--- src/rtl/periph_bus_pkg.sv ---
// Shared types and helpers for the peripheral bus controller.
//   state_e            controller FSM states
//   ERR_RDATA_DEFAULT  read data returned with every error response
//   idx_width()        slot-index width for a given slot count (at least 1 bit)
package periph_bus_pkg;

  typedef enum logic [1:0] {
    StIdle,
    StAccess,
    StResp
  } state_e;

  localparam logic [31:0] ERR_RDATA_DEFAULT = 32'hDEAD_BEEF;

  function automatic int unsigned idx_width(input int unsigned n);
    return (n <= 1) ? 1 : int'($clog2(n));
  endfunction

endpackage

--- src/rtl/periph_addr_decode.sv ---
// Combinational slot decoder for the peripheral window.
//   addr  in   byte address of the request
//   hit   out  address falls inside one of the NUM_SLAVES populated slots
//   idx   out  slot index, addr[SLOT_AW +: IDX_W]
module periph_addr_decode
  import periph_bus_pkg::*;
#(
  parameter int unsigned NUM_SLAVES  = 4,
  parameter logic [31:0] PERIPH_BASE = 32'h0200_0000,
  parameter int unsigned SLOT_AW     = 12,
  parameter int unsigned IDX_W       = idx_width(NUM_SLAVES)
) (
  input  logic [31:0]      addr,
  output logic             hit,
  output logic [IDX_W-1:0] idx
);

  localparam int unsigned TopLsb = SLOT_AW + IDX_W;

  logic base_match;
  // Offset bits inside a slot play no part in decoding.
  logic unused_offset;

  assign unused_offset = ^addr[SLOT_AW-1:0];
  assign idx           = addr[SLOT_AW +: IDX_W];
  assign base_match    = (addr[31:TopLsb] == PERIPH_BASE[31:TopLsb]);
  // Index space may be larger than the populated slot count.
  assign hit           = base_match && (32'(idx) < NUM_SLAVES);

endmodule

--- src/rtl/periph_bus_ctrl.sv ---
// Peripheral port controller: decodes periph_mem_* requests to one of NUM_SLAVES slots,
// runs the slot handshake and returns a one-cycle response. Unmapped addresses and slots
// that stay silent for TIMEOUT_CYCLES get an error response, so the bus never hangs.
//   sys_clk, rst_n                 clock, asynchronous active-low reset
//   periph_mem_valid/ready         request (held until ready) / one-cycle response strobe
//   periph_mem_addr/wdata/wstrb    request address, write data, byte enables (0 = read)
//   periph_mem_rdata               response data, held after the strobe
//   s_sel/s_addr/s_wdata/s_wstrb   one-hot slot select and registered request fields
//   s_ready/s_rdata                per-slot completion strobe and read data
//   err_flag/err_addr/err_clr      sticky error flag, last error address, flag clear
module periph_bus_ctrl
  import periph_bus_pkg::*;
#(
  parameter int unsigned NUM_SLAVES     = 4,
  parameter logic [31:0] PERIPH_BASE    = 32'h0200_0000,
  parameter int unsigned SLOT_AW        = 12,
  parameter int unsigned TIMEOUT_CYCLES = 64,
  parameter logic [31:0] ERR_RDATA      = ERR_RDATA_DEFAULT
) (
  input  logic                     sys_clk,
  input  logic                     rst_n,
  input  logic                     periph_mem_valid,
  output logic                     periph_mem_ready,
  input  logic [31:0]              periph_mem_addr,
  input  logic [31:0]              periph_mem_wdata,
  input  logic [3:0]               periph_mem_wstrb,
  output logic [31:0]              periph_mem_rdata,
  output logic [NUM_SLAVES-1:0]    s_sel,
  output logic [31:0]              s_addr,
  output logic [31:0]              s_wdata,
  output logic [3:0]               s_wstrb,
  input  logic [NUM_SLAVES-1:0]    s_ready,
  input  logic [32*NUM_SLAVES-1:0] s_rdata,
  output logic                     err_flag,
  output logic [31:0]              err_addr,
  input  logic                     err_clr
);

  localparam int unsigned IdxW   = idx_width(NUM_SLAVES);
  localparam int unsigned CntW   = $clog2(TIMEOUT_CYCLES) + 1;
  localparam logic [CntW-1:0] CntLast = CntW'(TIMEOUT_CYCLES - 1);

  state_e          state_q;
  logic [IdxW-1:0] idx_q;
  logic [CntW-1:0] cnt_q;
  logic [31:0]     addr_q;

  logic            dec_hit;
  logic [IdxW-1:0] dec_idx;
  logic            sel_ready;
  logic [31:0]     sel_rdata;

  periph_addr_decode #(
    .NUM_SLAVES  (NUM_SLAVES),
    .PERIPH_BASE (PERIPH_BASE),
    .SLOT_AW     (SLOT_AW),
    .IDX_W       (IdxW)
  ) u_decode (
    .addr (periph_mem_addr),
    .hit  (dec_hit),
    .idx  (dec_idx)
  );

  // Only the latched slot is ever listened to; strobes from other slots are ignored.
  assign sel_ready = s_ready[idx_q];
  assign sel_rdata = s_rdata[32*idx_q +: 32];

  always_ff @(posedge sys_clk or negedge rst_n) begin
    if (!rst_n) begin
      state_q          <= StIdle;
      idx_q            <= '0;
      cnt_q            <= '0;
      addr_q           <= '0;
      periph_mem_ready <= 1'b0;
      periph_mem_rdata <= '0;
      s_sel            <= '0;
      s_addr           <= '0;
      s_wdata          <= '0;
      s_wstrb          <= '0;
      err_flag         <= 1'b0;
      err_addr         <= '0;
    end else begin
      // Ready is raised on the edge into StResp, so it is high exactly while in StResp.
      periph_mem_ready <= 1'b0;
      // Later error-set assignments in this block override the clear.
      if (err_clr) begin
        err_flag <= 1'b0;
      end

      unique case (state_q)
        StIdle: begin
          if (periph_mem_valid) begin
            if (dec_hit) begin
              idx_q   <= dec_idx;
              addr_q  <= periph_mem_addr;
              s_addr  <= {{(32-SLOT_AW){1'b0}}, periph_mem_addr[SLOT_AW-1:0]};
              s_wdata <= periph_mem_wdata;
              s_wstrb <= periph_mem_wstrb;
              s_sel   <= NUM_SLAVES'(1) << dec_idx;
              cnt_q   <= '0;
              state_q <= StAccess;
            end else begin
              periph_mem_rdata <= ERR_RDATA;
              periph_mem_ready <= 1'b1;
              err_flag         <= 1'b1;
              err_addr         <= periph_mem_addr;
              state_q          <= StResp;
            end
          end
        end

        StAccess: begin
          if (!periph_mem_valid) begin
            // Master withdrew the request: release the slot silently.
            s_sel   <= '0;
            state_q <= StIdle;
          end else if (sel_ready) begin
            // Completion beats a timeout landing in the same cycle.
            periph_mem_rdata <= (s_wstrb == 4'h0) ? sel_rdata : 32'h0;
            periph_mem_ready <= 1'b1;
            s_sel            <= '0;
            state_q          <= StResp;
          end else if (cnt_q == CntLast) begin
            periph_mem_rdata <= ERR_RDATA;
            periph_mem_ready <= 1'b1;
            err_flag         <= 1'b1;
            err_addr         <= addr_q;
            s_sel            <= '0;
            state_q          <= StResp;
          end else begin
            cnt_q <= cnt_q + 1'b1;
          end
        end

        StResp: begin
          state_q <= StIdle;
        end

        default: begin
          state_q <= StIdle;
        end
      endcase
    end
  end

endmodule

--- config.mk ---
export PLATFORM = sky130hd
export DESIGN_NAME = periph_bus_ctrl
export DESIGN_NICKNAME = d
export VERILOG_FILES = /design/src/rtl/periph_bus_pkg.sv /design/src/rtl/periph_addr_decode.sv /design/src/rtl/periph_bus_ctrl.sv
export SDC_FILE = /design/constraint.sdc
export NUM_CORES = 1
export LEC_CHECK = 0
export CAP_MARGIN = 20
export CORE_AREA = 2 2 133 135
export CTS_CLUSTER_DIAMETER = 30
export CTS_CLUSTER_SIZE = 12
export DETAILED_ROUTE_END_ITERATION = 10
export DIE_AREA = 0 0 135 137
export DONT_BUFFER_PORTS = 1
export GPL_TIMING_DRIVEN = 1
export HOLD_SLACK_MARGIN = 0.08
export PLACE_DENSITY = 0.52
export REMOVE_ABC_BUFFERS = 1
export SLEW_MARGIN = 5
export SYNTH_ARGS = -nofsm -noshare
export SYNTH_HDL_FRONTEND = slang
export SYNTH_SLANG_ARGS = --single-unit
--- constraint.sdc ---
create_clock -name sys_clk -period 2.9 [get_ports sys_clk]
set_input_delay 0.29 -clock sys_clk [delete_from_list [all_inputs] [get_ports sys_clk]]
set_output_delay 0.29 -clock sys_clk [all_outputs]
set_load 0.02 [all_outputs]
Yosys cells after proc, flatten, opt, wreduce, memory -nomap -nowiden
Cells that the tools add are included.
{ "op_classes": {"n_reduce_logical": 9, "bitwise": 0, "shifts": 2, "div_mod_pow": 0, "order_cmp": 1, "n_addsub": 1, "n_eq_ne": 12, "n_mul": 0, "mux": 46} }
{ "op_table": {"columns": ["cell", "n"], "rows": [
  ["32-bit 2-to-1 mux", 11],
  ["32-bit case mux with 2 select lines", 2],
  ["128-bit by 8-bit variable part select with 32-bit output", 1],
  ["7-bit 2-to-1 mux", 5],
  ["4-bit 2-to-1 mux", 5],
  ["18-bit by 12-bit == test with 1-bit output (second input constant)", 1],
  ["2-bit != test (second input constant)", 7],
  ["7-bit case mux with 2 select lines", 1],
  ["1-bit 2-to-1 mux", 12],
  ["6-bit AND reduction", 2],
  ["2-bit 2-to-1 mux", 5],
  ["4-bit case mux with 2 select lines", 1],
  ["7-bit by 1-bit adder with 7-bit output (second input constant)", 1],
  ["7-bit by 6-bit == test with 1-bit output (second input constant)", 1],
  ["5-bit AND reduction", 1],
  ["4-bit zero test", 1],
  ["4-bit != test (second input constant)", 1],
  ["1-bit case mux with 2 select lines", 2],
  ["2-bit case mux with 2 select lines", 1],
  ["4-bit AND reduction", 1],
  ["1-bit by 2-bit << shifter with 4-bit output (first input constant)", 1],
  ["2-bit by 3-bit less-than comparator with 1-bit output (second input constant)", 1],
  ["3-bit != test (second input constant)", 1],
  ["3-bit AND reduction", 1],
  ["5 further kinds", 5]
]} }
{ "totals": {"regBits": 161, "rom_bits": 0, "mem_count": 0, "output_inout_bits": 138, "latch_bits": 0, "ram_bits": 0} }

Longest topological paths before layout
Gate-level depths: netlist (run 1).
{ "logic_depth": {"word_depth": 5, "ltp_mapped": 8, "ltp_nobuf": 7} }

By module
From an unflattened synthesis (run 1), not the netlist that was laid out.
{ "hier_totals": {"hier_cells": 727, "hier_area_um2": 7289.5} }
{ "by_module_without_submodules": {"columns": ["mod", "cells_per_inst", "seq_area_each_um2", "instances", "area_each_um2"], "rows": [
  ["periph_bus_ctrl", 718, 3728.6, 1, 7231.9],
  ["periph_addr_decode", 9, 0.0, 1, 57.6]
]} }

Worst setup path after synthesis (run 1)
No wires, ideal clock.
{ "synth_timing": {"path_kind": "register to register", "from": "reg idx_q[0]", "to": "reg s_sel[0]", "path_stages_with_launch": 6, "required_time_ns": 2.775, "arrival_time_ns": 1.931, "setup_slack_ns": 0.844, "setup_ns": 0.125, "synth_period_minus_slack_ns": 2.056, "path_buffers": 1, "cell_sequence": "dfrtp_1 -> buf_2 -> mux4_2 -> a311oi_2 -> or3_4 -> mux2_4"} }
{ "synth_via": {"elab_chain_len": 5, "word_cells_on_any_way": 7, "classes_between": "eq/ne: 1; mux: 5; reduce/logical: 1"} }
{ "synth_rtl": {"columns": ["element", "line_no", "rtl"], "rows": [
  ["start: declaration", "periph_bus_ctrl.sv:44", "logic [IdxW-1:0] idx_q;"],
  ["start signal: assignment", "periph_bus_ctrl.sv:94", "idx_q <= dec_idx;"],
  ["1-bit binary-select mux with 2-bit select *", "periph_bus_ctrl.sv:65", "assign sel_ready = s_ready[idx_q];"],
  ["1-bit 2-to-1 mux (implied by the code) *", "periph_bus_ctrl.sv:65", null],
  ["4-bit 2-to-1 mux", "periph_bus_ctrl.sv:117", "end else if (sel_ready) begin"],
  ["4-bit 2-to-1 mux", "periph_bus_ctrl.sv:113", "if (!periph_mem_valid) begin"],
  ["4-bit case mux with 2 select lines", "periph_bus_ctrl.sv:90", "unique case (state_q)"],
  ["end signal: assignment", "periph_bus_ctrl.sv:99", "s_sel <= NUM_SLAVES'(1) << dec_idx;"],
  ["end: declaration", "periph_bus_ctrl.sv:28", "output logic [NUM_SLAVES-1:0] s_sel,"]
]} }
Mark *: on every way between the ends. The rest lies on a longest branch, timed or not. The select of a mux whose other input is x is not followed.
A chain may end at the register's enable or synchronous reset.

Worst setup path in the final report (run 1)
{ "layout_timing": {"from": "reg idx_q[0]", "to": "reg periph_mem_rdata[25]"} }
{ "layout_via": {"elab_chain_len": 5, "word_cells_on_any_way": 9, "classes_between": "eq/ne: 1; shift: 1; mux: 6; reduce/logical: 1"} }
{ "layout_rtl": {"columns": ["element", "line_no", "rtl"], "rows": [
  ["128-bit by 8-bit variable part select with 32-bit output or 1-bit binary-select mux with 2-bit select (tied branches)", "periph_bus_ctrl.sv:66, periph_bus_ctrl.sv:65", null],
  ["32-bit 2-to-1 mux or 1-bit 2-to-1 mux (tied branches)", "periph_bus_ctrl.sv:119, periph_bus_ctrl.sv:65", null],
  ["32-bit 2-to-1 mux", "periph_bus_ctrl.sv:117", null],
  ["32-bit 2-to-1 mux", "periph_bus_ctrl.sv:113", null],
  ["32-bit case mux with 2 select lines", "periph_bus_ctrl.sv:90", null],
  ["end signal: assignment", "periph_bus_ctrl.sv:119", "periph_mem_rdata <= (s_wstrb == 4'h0) ? sel_rdata : 32'h0;"],
  ["end: declaration", "periph_bus_ctrl.sv:27", "output logic [31:0] periph_mem_rdata,"]
]} }
Parallel ways exist; a longest one is shown, timed or not. The select of a mux whose other input is x is not followed.

==> impl_metrics.csv, run 1 <==
group,metric,value,unit
status,status,"finished, violations left",
status,violations,"negative hold slack",
sta,min_period_over_period,0.735,
place,dp_hpwl,11.9,mm
yosys,synth_area_leader_cell,"dfrtp_1",
yosys,ys_async_sr_fraction,1.00,
yosys,syn_avg_cell_area,13.1,um^2
flow_run,cap_violations,0,
sta,final-hold-violation-count,147,
critical_path,crit_fanout,25,
layout,seq_area,3680,um^2
clocking,ctsHoldBuffers,63,
global_route,grt_pass1_vias,4706,
global_route,grt_usage,0.186,
sta,worstMarginPinSlew,0.688,ns
routing,wl_per_cell,21.4,um
yosys,yosys_register_bits,147,
critical_path,crit_path_start_kind,"register",
clocking,clockBufferDepth,2,
clocking,cts-buffers-inserted,17,
layout,syn_to_final_growth,18.3,%
clocking,path_clk_slew,0.06,ns
worst_hold_path,hp-class,"input pin to async pin",
critical_path,cp.required,3.18,ns
die,start_util,0.413,
routing,drtIter0Drc,213,
die,coreArea,17100,um^2
clocking,cts_resized,0,
die,die_y,137,um
critical_path,crit_path_end_kind,"register",
die,die_area,18500,um^2
sta,slew_viol_final,0,
critical_path,regToRegStartpoint,"idx_q[0]$_DFFE_PN0P_",
critical_path,r2r_cells,6,
place,place_congestion,0.766,
sta,setup_violations,0,
yosys,synth_top_area_share,0.522,
layout,fillers,1490,
die,fp-row-count,48,
layout,drive_above_1_share,0.234,
routing,first_pass_iters,4,
sta,whs,-0.432,ns
global_route,antenna_found_initial,1,
routing,wl,17.5,mm
die,ioPinCount,342,
clocking,cts-root-buf,"clkbuf_16",
yosys,synth_seq_area_share,0.522,
routing,route.detailed.drc,0,
global_route,grt_max_degree,148,
yosys,synth_edf_count,0,
critical_path,crit_arrival,2.41,ns
place,dpl_worst_slack,0.475,ns
clocking,worstSkewPairLatency,0.41,ns
clocking,htree_levels,4,
die,die-width,135,um
power_and_ir_drop,p_leak,3.62,nW
yosys,synth-main-ff-cell,"dfrtp_1",
routing,routed-via-count,4468,
power_and_ir_drop,finalPower,0.00477,W
sta,max_slew_margin,0.541,
global_route,grt_pass1_wl,26.3,mm
power_and_ir_drop,ir_worst_vdd,0.000396,V
sta,skew,0.0113,ns
routing,via_per_inst,5.47,
sta,worst_slack,0.768,ns
yosys,netlist_instances,537,
layout,fin_nets,783,
power_and_ir_drop,powerDensity,572,nW/um^2
routing,ant_nets,0,
sta,post-route-min-period,2.13,ns
clocking,cts.sink_count,147,
critical_path,critical_path_class,"register to register",
global_route,grt-ovfl-total,0,
yosys,synth_cell_types,47,
critical_path,regToRegSetupSlack,0.77,ns
layout,multiInputGateArea,3000,um^2
sta,fmax,469,MHz
yosys,synthTopCellsByArea,"dfrtp_1, mux4_2, mux2_2, mux2i_1, buf_4",
sta,rsz0062_at_grt,"no",
yosys,synth_warnings,0,
layout,final_common_cell,"dfrtp_1",
critical_path,regToRegEndpoint,"periph_mem_rdata[25]$_DFFE_PN0P_",
place,numPortBuffers,0,
clocking,cts_tree,"yes",
layout,mostFrequentLayoutCells,"dfrtp_1, dlygate4sd3_1, mux2_2",
yosys,syn_area,7040,um^2
-- logic make-up (layout without fill, tap and decap cells) --
group | after synthesis | after routing | share of synthesized area
flops | 147 | 147 | 0.522
mux | 117 | 117 | 0.235
simple gates | 112 | 112 | 0.0943
compound gates | 81 | 81 | 0.0812
buf+inv | 77 | 112 | 0.0634
fa+ha+maj | 1 | 1 | 0.00178
other cells | 1 | 21 | 0.000532
xor+xnor | 1 | 1 | 0.00124
-- sequential cells by signal (all words and copies together) (netlist names) --
name	count
periph_mem_rdata	32
s_wstrb	4
addr_q	31
periph_mem_ready	1
cnt_q	7
err_addr	32
s_sel	4
err_flag	1
s_wdata	32
state_q	2
idx_q	1
-- layer usage --
layer | GRT usage | share of wire | vias to the layer above
li1 | - | - | 2008
met2 | 0.296 | 0.49 | 214
met1 | 0.236 | 0.41 | 2232
met4 | 0.0544 | 0.013 | 0
met5 | 0 | 0 | -
met3 | 0.0737 | 0.085 | 14
-- what timing repair did --
action / in CTS / in global routing
setup endpoints to repair: 0 / 0
endpoints found under the hold margin: 219 / 147
buffers inserted: 0 / 0
-- worst max path at each step --
stage / slack (ns) / startpoint / cells after the start / end
floorplan: -0.63 / idx_q[0]$_DFFE_PN0P_ / 5 / err_addr[13]$_DFFE_PN0P_
CTS: 0.75 / idx_q[0]$_DFFE_PN0P_ / 6 / periph_mem_rdata[25]$_DFFE_PN0P_
finish: 0.77 / idx_q[0]$_DFFE_PN0P_ / 6 / periph_mem_rdata[25]$_DFFE_PN0P_
global placement: 0.53 / periph_mem_addr[15] / 5 / s_wdata[6]$_DFFE_PN0P_
detailed placement: 0.48 / periph_mem_addr[15] / 5 / s_wdata[15]$_DFFE_PN0P_
global route: 0.58 / cnt_q[0]$_DFFE_PN0P_ / 7 / periph_mem_rdata[30]$_DFFE_PN0P_
-- layout make-up --
| class | instances | area share |
|---|---|---|
| Clock inverter | 13 | 0.0207 |
| Multi-Input combinational cell | 332 | 0.360 |
| Sequential cell | 147 | 0.442 |
| Tap cell | 225 | 0.0338 |
| Inverter | 8 | 0.00360 |
| Clock buffer | 19 | 0.0532 |
| Timing Repair Buffer | 72 | 0.0868 |
| Antenna cell | 1 | 0.000300 |
-- where the power goes --
part / internal (W) / total (W) / switching, W / leakage [nW]
Clock: 0.00139 / 0.00227 / 0.000879 / 0.299
Combinational: 0.000140 / 0.000255 / 0.000115 / 1.46
Sequential: 0.00211 / 0.00224 / 0.000130 / 1.85
Total: 0.00364 / 0.00477 / 0.00112 / 3.62
-- per-stage QoR --
step	instance area (um^2)	std cells	utilization	setup TNS [ns]	hold WS (ns)
after floorplan	6700	487	-	-26.03	-0.00559
after global placement	7080	721	0.415	0	-0.00216
after detailed placement	7080	721	0.415	0	-0.00278
after CTS	8330	816	0.488	0	-0.457
after global routing	8330	816	0.488	0	-0.477
final	8330	817	0.488	0	-0.432
-- worst max-delay path, cell delays in order, from the launching register on --
cell and delay (ns):
dfrtp_2 0.37, mux4_2 0.55, inv_1 0.15, nand3b_1 0.09, nand2_1 0.33, inv_2 0.30, a2bb2oi_1 0.21
-- cells in the mapped netlist, drive strengths merged, types with 3 or more instances --
master	instances
a22o	9
clkbuf	19
nor2	6
o21ai	34
nand2	5
and3	3
dfrtp	147
mux4	33
buf	50
mux2	53
inv	8
nand2b	26
nor3	4
a2bb2oi	26
nor4	3
nor2b	18
nand3	34
mux2i	31
or4	3
Power figures use the tool's default switching activity.
==> run 2: changes to the inputs <==
--- a/config.mk
+++ b/config.mk
@@ -14,7 +14,7 @@
 export DONT_BUFFER_PORTS = 1
 export GPL_TIMING_DRIVEN = 1
 export HOLD_SLACK_MARGIN = 0.08
-export PLACE_DENSITY = 0.52
+export PLACE_DENSITY = 0.54
 export REMOVE_ABC_BUFFERS = 1
 export SLEW_MARGIN = 5
 export SYNTH_ARGS = -nofsm -noshare
==> constraint.sdc (replaced) <==
create_clock -name sys_clk -period 1.9 [get_ports sys_clk]
set_input_delay 0.19 -clock sys_clk [delete_from_list [all_inputs] [get_ports sys_clk]]
set_output_delay 0.19 -clock sys_clk [all_outputs]
set_load 0.02 [all_outputs]
==> run 2 against run 1 <==
Against the previous run: the flow still finishes with violations (negative hold slack); clock skew decreased by 0.0020 ns; sequential cell count is the same; setup slack worse by 0.76 ns; fmax increased by 13%; clock power up 54%; final cell count increased by 3.4%; non-clock buffer count is 29 higher.
==> impl_metrics.csv, run 2 (same netlist as run 1, synthesis figures left out) <==
group,metric,value,unit
status,status,"finished, violations left",
status,violations,"negative hold slack",
layout,num_antenna_cells,0,
global_route,grt_pass1_vias,4901,
place,place_congestion,0.793,
routing,wl,18.8,mm
worst_hold_path,hp-class,"input pin to async pin",
critical_path,regToRegStartpoint,"idx_q[0]$_DFFE_PN0P_",
routing,wl_per_cell,22.2,um
critical_path,crit_arrival,2.22,ns
layout,mostFrequentLayoutCells,"dfrtp_1, dlygate4sd3_1, mux2_2",
place,numPortBuffers,0,
die,fp-row-count,48,
die,die_y,137,um
routing,first_pass_iters,5,
critical_path,regToRegSetupSlack,0.008,ns
critical_path,cpPeakStageDelay,0.57,ns
die,coreArea,17100,um^2
clocking,worstSkewPairLatency,0.42,ns
layout,fin_nets,812,
routing,via_per_inst,5.59,
clocking,cts_tree,"yes",
critical_path,path_cells,"mux4_2 -> nor2_1 -> nand2_1 -> and2_1 -> buf_12 -> o21ai_0",
power_and_ir_drop,pwr-share-clk,0.475,
sta,tns,0,ns
place,placed_area,7290,um^2
die,die_area,18500,um^2
critical_path,critical_path_class,"register to register",
global_route,grt_pass1_wl,28.7,mm
global_route,grt-ovfl-total,0,
critical_path,crit_path_start_kind,"register",
power_and_ir_drop,switchingPower,0.00187,W
critical_path,cp.required,2.23,ns
global_route,grt_usage,0.202,
clocking,cts-buffers-inserted,17,
power_and_ir_drop,powerDensity,847,nW/um^2
die,die-width,135,um
place,dp_hpwl,12.8,mm
layout,drive_above_1_share,0.271,
flow_run,cap_violations,0,
routing,routed-via-count,4721,
sta,worstMarginPinSlew,0.634,ns
routing,ant_nets,0,
sta,min_period_over_period,0.996,
die,start_util,0.413,
layout,stdcell_count,845,
power_and_ir_drop,comb_power_share,0.059,
layout,fillers,1514,
sta,fmax,529,MHz
die,ioPinCount,342,
clocking,path_clk_slew,0.07,ns
sta,setup_violations,0,
power_and_ir_drop,swShare,0.255,
global_route,grt_max_degree,148,
critical_path,crit_fanout,28,
power_and_ir_drop,pwr-share-seq,0.466,
sta,max_slew_margin,0.577,
sta,final-hold-violation-count,147,
routing,route.detailed.drc,0,
critical_path,regToRegEndpoint,"err_addr[3]$_DFFE_PN0P_",
layout,final_common_cell,"dfrtp_1",
clocking,cts.sink_count,147,
sta,rsz0062_at_grt,"yes",
layout,reg_top3,"err_addr (32), periph_mem_rdata (32), s_wdata (32)",
critical_path,r2r_cells,6,
layout,stdcell_area,8650,um^2
routing,drtIter0Drc,180,
sta,slew_viol_final,0,
sta,post-route-min-period,1.89,ns
clocking,clockBufferDepth,2,
clocking,cts-root-buf,"clkbuf_16",
clocking,htree_levels,4,
global_route,antenna_found_initial,1,
critical_path,cp_slowest_cell,"mux4_2",
place,placed_cells,740,
power_and_ir_drop,p_int,0.00547,W
sta,whs,-0.540,ns
clocking,ctsHoldBuffers,69,
power_and_ir_drop,ir_worst_vdd,0.000577,V
critical_path,crit_path_end_kind,"register",
sta,skew,0.00935,ns
layout,syn_to_final_growth,22.9,%
power_and_ir_drop,finalPower,0.00733,W
power_and_ir_drop,p_leak,3.77,nW
## run 2: changes by cell type in the layout (fill, tap and decap cells not counted), sizes merged
cell / delta
clkinvlp: +1
clkbuf: -2
inv: +5
buf: +23
bufinv: -1
clkinv: -3
dlygate4sd3: +6
diode: -1
## run 2: how the worst max path moves through the flow
stage                     cells past startpoint                 start                  endpoint
after floorplan                               5  idx_q[0]$_DFFE_PN0P_  err_addr[13]$_DFFE_PN0P_
after global placement                        6   periph_mem_addr[15]      s_sel[0]$_DFFE_PN0P_
after detailed placement                      6   periph_mem_addr[15]      s_sel[1]$_DFFE_PN0P_
after CTS                                     4  idx_q[0]$_DFFE_PN0P_      s_sel[1]$_DFFE_PN0P_
after global routing                          6  idx_q[0]$_DFFE_PN0P_   err_addr[1]$_DFFE_PN0P_
final                                         6  idx_q[0]$_DFFE_PN0P_   err_addr[3]$_DFFE_PN0P_
## run 2: what timing repair did
action / in CTS / in global routing
endpoints found under the setup margin: 40 / 69
resized for setup: 5 / 7
endpoints found under the hold margin: 231 / 147
pin swaps: 2 / 2
setup buffers: 3 / 1
## run 2: cell type report
type / count / area (um^2) / share of cell area
repair buffers: 101 / 1020 / 0.118
multi-input cells: 332 / 3030 / 0.350
clock inverters: 15 / 186 / 0.0215
flip-flops and latches: 147 / 3680 / 0.425
clock buffers: 17 / 425 / 0.0492
inverters: 8 / 35.0 / 0.00405
well taps: 225 / 282 / 0.0325
## run 2: per-layer routing
layer  global-route usage  part of all wire  up-vias
met2                0.319              0.50      218
li1                     -                 -     2057
met5                    0           0.00053        -
met3               0.0707             0.079       16
met4               0.0556             0.010        2
met1                0.267              0.41     2428
## run 2: worst max-delay path: cells and delay by family (launching register included)
| kind | cells | cell delay, ns |
|---|---|---|
| AO/OA/AOI/OAI | 1 | 0.20 |
| AND/OR/NAND/NOR | 3 | 0.49 |
| multiplexers | 1 | 0.57 |
| buffers and inverters | 1 | 0.17 |
| flip-flops | 1 | 0.37 |
## run 2: through the flow
stage,setup slack [ns],utilization
floorplan,-1.63,-
global placement,-0.175,0.427
detailed placement,-0.194,0.427
CTS,-0.0231,0.506
global route,-0.0967,0.507
finish,0.00841,0.507
## run 2: power by group through the flow
stage | clock [W] | sequential [W] | combinational (W)
5_1_grt | 0.00372 | 0.00343 | 0.000475
3_3_place_gp | 0 | 0.00348 | 0.000298
3_5_place_dp | 0 | 0.00348 | 0.000306
4_1_cts | 0.00357 | 0.00342 | 0.000427
6_report | 0.00349 | 0.00342 | 0.000429
2_1_floorplan | 0 | 0.00345 | 0.000231
==> run 3: changes to the inputs <==
--- a/config.mk
+++ b/config.mk
@@ -5,7 +5,7 @@
 export SDC_FILE = /design/constraint.sdc
 export NUM_CORES = 1
 export LEC_CHECK = 0
-export CAP_MARGIN = 20
+export CAP_MARGIN = 10
 export CORE_AREA = 2 2 133 135
 export CTS_CLUSTER_DIAMETER = 30
 export CTS_CLUSTER_SIZE = 12
==> results of run 3 <==
Final layout, timing and power as in run 2 (identical DEF).
